**config.mk**
```make
export PLATFORM = sky130hd
export DESIGN_NAME = ternary_seq_ctrl_flat
export DESIGN_NICKNAME = d
export VERILOG_FILES = /design/src/rtl/ternary_seq_ctrl_if.sv /design/src/rtl/ternary_seq_ctrl.sv /design/src/flat_wrapper.sv
export SDC_FILE = /design/constraint.sdc
export NUM_CORES = 1
export LEC_CHECK = 0
export CAP_MARGIN = 40
export CORE_AREA = 2 2 74 76
export CTS_CLUSTER_DIAMETER = 60
export DETAILED_ROUTE_END_ITERATION = 10
export DIE_AREA = 0 0 76 78
export PLACE_DENSITY = 0.8
export SLEW_MARGIN = 20
export SYNTH_ARGS = -nofsm -noshare
export SYNTH_HDL_FRONTEND = slang
export SYNTH_SLANG_ARGS = --single-unit
export TNS_END_PERCENT = 100
```
**constraint.sdc**
```tcl
create_clock -name clk -period 14.2 [get_ports clk]
set_input_delay 3.55 -clock clk [delete_from_list [all_inputs] [get_ports clk]]
set_output_delay 3.55 -clock clk [all_outputs]
set_load 0.1 [all_outputs]
```
**src/rtl/ternary_seq_ctrl_if.sv**
```systemverilog
// ternary_seq_ctrl_if: command/data word stream with valid/ready handshake
// cmd_in    : command or data word, driven by the master
// cmd_valid : cmd_in valid this cycle, driven by the master
// cmd_ready : word accepted when cmd_valid & cmd_ready, driven by the slave
interface ternary_seq_ctrl_if #(parameter int CMD_W = 16);
  logic [CMD_W-1:0] cmd_in;
  logic cmd_valid;
  logic cmd_ready;
  modport master(output cmd_in, cmd_valid, input cmd_ready);
  modport slave(input cmd_in, cmd_valid, output cmd_ready);
endinterface

```
**src/rtl/ternary_seq_ctrl.sv**
```systemverilog
// ternary_seq_ctrl: LOAD/MULT/OUT phase sequencer for the ternary matrix-vector datapath
// clk, rst            : clock, synchronous active-high reset
// cmd                 : command/data word stream (slave side)
// cfg_param           : latched config, [6:3] = in_len-1, [2:0] = out_len-1
// load_we/addr/done   : weight load strobe, beat index, last-beat pulse
// mult_start          : one pulse per accepted input vector
// res_valid/res_idx   : output row currently presented
// rd_ena/addr/done    : weight readback strobe, beat index, last-beat pulse
// state               : 0 IDLE, 1 LOAD, 2 MULT, 3 OUT
module ternary_seq_ctrl #(
  parameter int MAX_IN_LEN = 16,
  parameter int MAX_OUT_LEN = 8,
  parameter int CMD_W = 16,
  localparam int AW = $clog2(MAX_IN_LEN),
  localparam int OW = $clog2(MAX_OUT_LEN)
) (
  input  logic clk,
  input  logic rst,
  ternary_seq_ctrl_if.slave cmd,
  output logic [6:0] cfg_param,
  output logic load_we,
  output logic [AW-1:0] load_addr,
  output logic load_done,
  output logic mult_start,
  output logic res_valid,
  output logic [OW-1:0] res_idx,
  output logic rd_ena,
  output logic [AW-1:0] rd_addr,
  output logic rd_done,
  output logic [1:0] state
);
  typedef enum logic [1:0] {IDLE, LOAD, MULT, OUT} state_t;
  state_t st, st_n;
  logic acc, busy, last;
  logic [3:0] op, drain, out_len;
  logic [AW-1:0] cnt;
  logic [7:0] prod, beats;
  assign acc = cmd.cmd_valid & cmd.cmd_ready;
  assign op = cmd.cmd_in[CMD_W-1 -: 4];
  assign state = st;
  assign out_len = {1'b0, cfg_param[2:0]} + 4'd1;
  // ceil(2*in*out/16) == ceil(in*out/8); this form never overflows 8 bits
  assign prod = ({4'd0, cfg_param[6:3]} + 8'd1) * ({5'd0, cfg_param[2:0]} + 8'd1);
  assign beats = (prod + 8'd7) >> 3;
  assign last = {{(8-AW){1'b0}}, cnt} == beats - 8'd1;
  always_comb begin
    st_n = st;
    case (st)
      IDLE: st_n = !acc ? IDLE : op == 4'hA ? LOAD : op == 4'hF ? MULT : op == 4'hB ? OUT : IDLE;
      LOAD: st_n = acc && last ? MULT : LOAD;
      MULT: st_n = acc && cmd.cmd_in == '0 ? IDLE : MULT;
      OUT: st_n = rd_done ? IDLE : OUT;
      default: st_n = IDLE;
    endcase
  end
  always_ff @(posedge clk) begin
    if (rst) begin
      st <= IDLE;
      cfg_param <= 7'h7F;
      cnt <= '0;
      drain <= '0;
      busy <= 1'b0;
      cmd.cmd_ready <= 1'b1;
      load_we <= 1'b0;
      load_addr <= '0;
      load_done <= 1'b0;
      mult_start <= 1'b0;
      res_valid <= 1'b0;
      res_idx <= '0;
      rd_ena <= 1'b0;
      rd_addr <= '0;
      rd_done <= 1'b0;
    end else begin
      st <= st_n;
      load_we <= 1'b0;
      load_done <= 1'b0;
      mult_start <= 1'b0;
      rd_done <= 1'b0;
      if (st == IDLE && acc && op == 4'hA) cfg_param <= cmd.cmd_in[11:5];
      if (st == IDLE && acc && op == 4'hB) cmd.cmd_ready <= 1'b0;
      if (st == LOAD && acc) begin
        load_we <= 1'b1;
        load_addr <= cnt;
        load_done <= last;
        cnt <= last ? '0 : cnt + 1'b1;
      end
      // input held off from the start pulse until the last result row has been shown
      if (st == MULT && acc && cmd.cmd_in != '0) begin
        mult_start <= 1'b1;
        cmd.cmd_ready <= 1'b0;
        busy <= 1'b1;
        drain <= '0;
      end
      if (busy) begin
        if (drain == out_len) begin
          res_valid <= 1'b0;
          busy <= 1'b0;
          cmd.cmd_ready <= 1'b1;
        end else begin
          res_valid <= 1'b1;
          res_idx <= drain[OW-1:0];
          drain <= drain + 4'd1;
        end
      end
      if (st == OUT) begin
        if (rd_done) begin
          rd_ena <= 1'b0;
          cmd.cmd_ready <= 1'b1;
        end else begin
          rd_ena <= 1'b1;
          rd_addr <= cnt;
          rd_done <= last;
          cnt <= last ? '0 : cnt + 1'b1;
        end
      end
    end
  end
endmodule

```
**src/flat_wrapper.sv**
```systemverilog
// flat-port wrapper written by rule: the top's interface ports become plain ports
module ternary_seq_ctrl_flat 
#(
  parameter int MAX_IN_LEN = 16,
  parameter int MAX_OUT_LEN = 8,
  parameter int CMD_W = 16,
  localparam int AW = $clog2(MAX_IN_LEN),
  localparam int OW = $clog2(MAX_OUT_LEN)
)
  (clk, rst, cfg_param, load_we, load_addr, load_done, mult_start, res_valid, res_idx, rd_ena, rd_addr, rd_done, state, cmd_cmd_in, cmd_cmd_valid, cmd_cmd_ready);
  ternary_seq_ctrl_if #(.CMD_W(CMD_W)) cmd_i ();
  input  logic clk;
  input  logic rst;
  output logic [6:0] cfg_param;
  output logic load_we;
  output logic [AW-1:0] load_addr;
  output logic load_done;
  output logic mult_start;
  output logic res_valid;
  output logic [OW-1:0] res_idx;
  output logic rd_ena;
  output logic [AW-1:0] rd_addr;
  output logic rd_done;
  output logic [1:0] state;
  input wire logic [$bits(cmd_i.cmd_in)-1:0] cmd_cmd_in;
  input wire logic [$bits(cmd_i.cmd_valid)-1:0] cmd_cmd_valid;
  output wire logic [$bits(cmd_i.cmd_ready)-1:0] cmd_cmd_ready;
  assign cmd_i.cmd_in = cmd_cmd_in;
  assign cmd_i.cmd_valid = cmd_cmd_valid;
  assign cmd_cmd_ready = cmd_i.cmd_ready;
  ternary_seq_ctrl #(.MAX_IN_LEN(MAX_IN_LEN), .MAX_OUT_LEN(MAX_OUT_LEN), .CMD_W(CMD_W)) u_core (.clk(clk), .rst(rst), .cmd(cmd_i), .cfg_param(cfg_param), .load_we(load_we), .load_addr(load_addr), .load_done(load_done), .mult_start(mult_start), .res_valid(res_valid), .res_idx(res_idx), .rd_ena(rd_ena), .rd_addr(rd_addr), .rd_done(rd_done), .state(state));
endmodule
```
==> run metrics <==
status=complete, no violations; critical path's top delay family=simple AND/OR/NAND/NOR gates; DR iter-0 viols=~270; Post-CTS Setup Inserts=0; die height=roughly 78 um; Worst EP required=between 10 and 15 ns; DRT Pass-1 Iters=4; top_reg_cell synth=dfxtp_1; hold_buf cts=0; multi-input combinational cell area=~1600 sq um; crit path DAT=5.82 ns; grt total ovfl=0; post-synth cell types=just under 50; clk root buf=clkbuf_8; routed vias/inst=5.68; CTS buffer count=5; Synth top cells by count=dfxtp_1 (36), nand2_1 (31), nor2_1 (24), a21oi_1 (19), ha_1 (19); warnings from Yosys=0; Mean Syn Cell Area=between 8 and 9 sq um; Reg area=721 sq um; DRC violations left=0; Slew HR=46.9%; H-tree level count=2; RSZ-0062 raised after global routing=no; CTS resizes=0; largest area contributor in the netlist=dfxtp_1; Final setup violation count=0; critical path's largest stage delay=between 0.6 and 0.7 ns; routed length per instance=between 15 and 20 um; Least-Margin Pin Slew=about 0.79 ns; CTS tree=done; GPL Wtd Cong=0.840; Max stage delay cell, worst path=nor2_1; # IOs=46; core area=slightly above 5000 sq um; hpwl dp=around 4800 um; clk buf depth=2; startpoint types=primary input; worst setup margin=about 8.6 ns; mapped cell area=roughly 2500 sq um; hold violation count in the final report=0; final hold slack=between 0.4 and 0.5 ns; Final Util=a little under 70%; GRT Overall Usage=around 24%; Cells after Synth=just under 300; ANT nets after route=0; CP cell instances=clkdlybuf4s50_1 > nand2_1 > nor4_1 > nand2b_1 > nor2_1 > nor2b_1 > a211o_1; worst setup path startpoint=cmd_cmd_valid; hold_sp=u_core.res_valid$_SDFFE_PP0P_; Initial Utilization=a little under 50%; max cap viols=0; placed cells=420; period utilization=between 30% and 40%; flops & latches, synth=36; Setup TNS=0 ns; worst setup path class=in2reg; total number of vias=~2400; max-slew violation count=0; syn nets=335; worst reg2reg path startpoint=u_core.cfg_param[0]$_SDFFE_PP1P_; Total Power=237 uW; Post-synth EDFFs=0; layout cell share with drive strength beyond 1=between 10% and 20%; fill count=roughly 350; Max FO, Critical Path=14; first-pass GRT wire length=11600 um; Total Wirelength=7020 um; Async SR Flop Fraction=0%; HP Class=reg2reg; Critical Path End Type=flip-flop; maximum VDD drop=0.0000714 V; maximum clock frequency=approximately 180 MHz; IO Port Bufs=45; placed inst area=3390 sq um; Antenna diodes=0; post-placement worst setup slack=approximately 8.4 ns; Yosys top cell area share=between 20% and 30%; placement row count=26; largest net degree at the start of global routing=35; final cell count without fillers=428; die width=about 76 um; Worst Skew=just under 0.008 ns; P per Cell Area=between 60 and 70 nW/um^2; clk sinks=36; count leader, synth=dfxtp_1; initial antenna violation count=0; leakage=about 1.4 nW; area grow syn2layout=41.5%; Clock transition at path regs=about 0.070 ns; vias in the first global route=~2400; nets=roughly 400; post-layout instance area=3480 sq um; register area share after synthesis=between 20 and 30%; Worst-Skew Late Latency=approximately 0.3 ns; Worst Path Buf+Inv=1; die area=~6000 sq um; top post-synthesis cells by area=dfxtp_1 (29%), ha_1 (9.7%), fa_1 (4.9%); fin crit period=about 5.6 ns
[cells in the final DEF (no fill, tap or decap), types with 4 or more instances in the layout]
cell type	netlist	final
clkdlybuf4s50_1	0	45
dfxtp_1	36	36
nand2_1	31	31
nor2_1	24	24
buf_8	0	24
a21oi_1	19	19
ha_1	19	19
inv_1	16	16
xor2_1	11	11
xnor2_1	11	11
nor2b_1	10	10
nand3_1	8	8
o21ai_0	7	7
nor4_1	7	7
a211o_1	7	7
fa_1	6	6
clkbuf_8	0	6
nand2b_1	5	5
nand4_1	5	5
mux2i_1	4	4
nor3_1	4	4
o22ai_1	4	4
[worst register-to-register path: cells and delay by family (launching register included)]
| kind | cells | cell delay [ns] |
|---|---|---|
| AO/OA/AOI/OAI | 4 | 0.84 |
| AND/OR/NAND/NOR | 2 | 0.37 |
| flip-flops | 1 | 0.57 |
| XOR/XNOR | 3 | 1.06 |
| buffers and inverters | 1 | 0.06 |
| adder cells (fa/ha/maj) | 6 | 2.28 |
[final timing paths]
check                                           to  slack, ns  cells past startpoint
setup reg to reg        u_core.state[0]$_SDFF_PP0_       8.90                     16
setup / recovery  u_core.cfg_param[6]$_SDFFE_PP1P_       8.56                      7
hold reg to reg      u_core.res_valid$_SDFFE_PP0P_       0.47                      1
hold / removal       u_core.res_valid$_SDFFE_PP0P_       0.47                      1
[layout make-up]
type                       count  share of cell area (%)
multi-input combinational    225                    46.6
timing repair buffer          73                    25.9
sequential                    36                    20.7
tap                           70                    2.51
clock buffer                   6                    2.37
inverter                      16                    1.72
clock inverter                 2                   0.287
[layer usage]
| metal | share of wire, % | up-vias | routed length [um] | global-route usage (%) |
|---|---|---|---|---|
| met4 | 2.8 | 0 | 199 | 10.2 |
| met5 | 0 | - | 0 | 0 |
| met3 | 6.5 | 21 | 457 | 3.95 |
| met1 | 39 | 1151 | 2730 | 27.2 |
| met2 | 52 | 102 | 3620 | 46.3 |
| li1 | - | 1155 | - | - |
[registers in the layout, indices dropped and copies added (netlist names), 2 cells and up]
name and count:
u_core.cfg_param 7, u_core.drain 4, u_core.load_addr 4, u_core.state 2, u_core.res_idx 3, u_core.cnt 4
u_core.rd_addr 4
[cell families (layout without fill, tap and decap cells)]
logic type,count (synthesis),count (layout),synth area share (%)
XOR/XNOR,23,23,8.74
adder cells (fa/ha/maj),25,25,14.5
AND/OR/NAND/NOR,114,114,24.5
AO/OA/AOI/OAI,58,58,16.0
flip-flops,36,36,29.3
multiplexers,5,5,2.08
buffers and inverters,30,97,4.88
[power by group]
group | switching [mW] | internal (mW)
registers | 0.00210 | 0.102
clock network | 0.0376 | 0.0387
logic | 0.0329 | 0.0237
total | 0.0725 | 0.165
No activity file was read; power rests on OpenSTA's default activity.
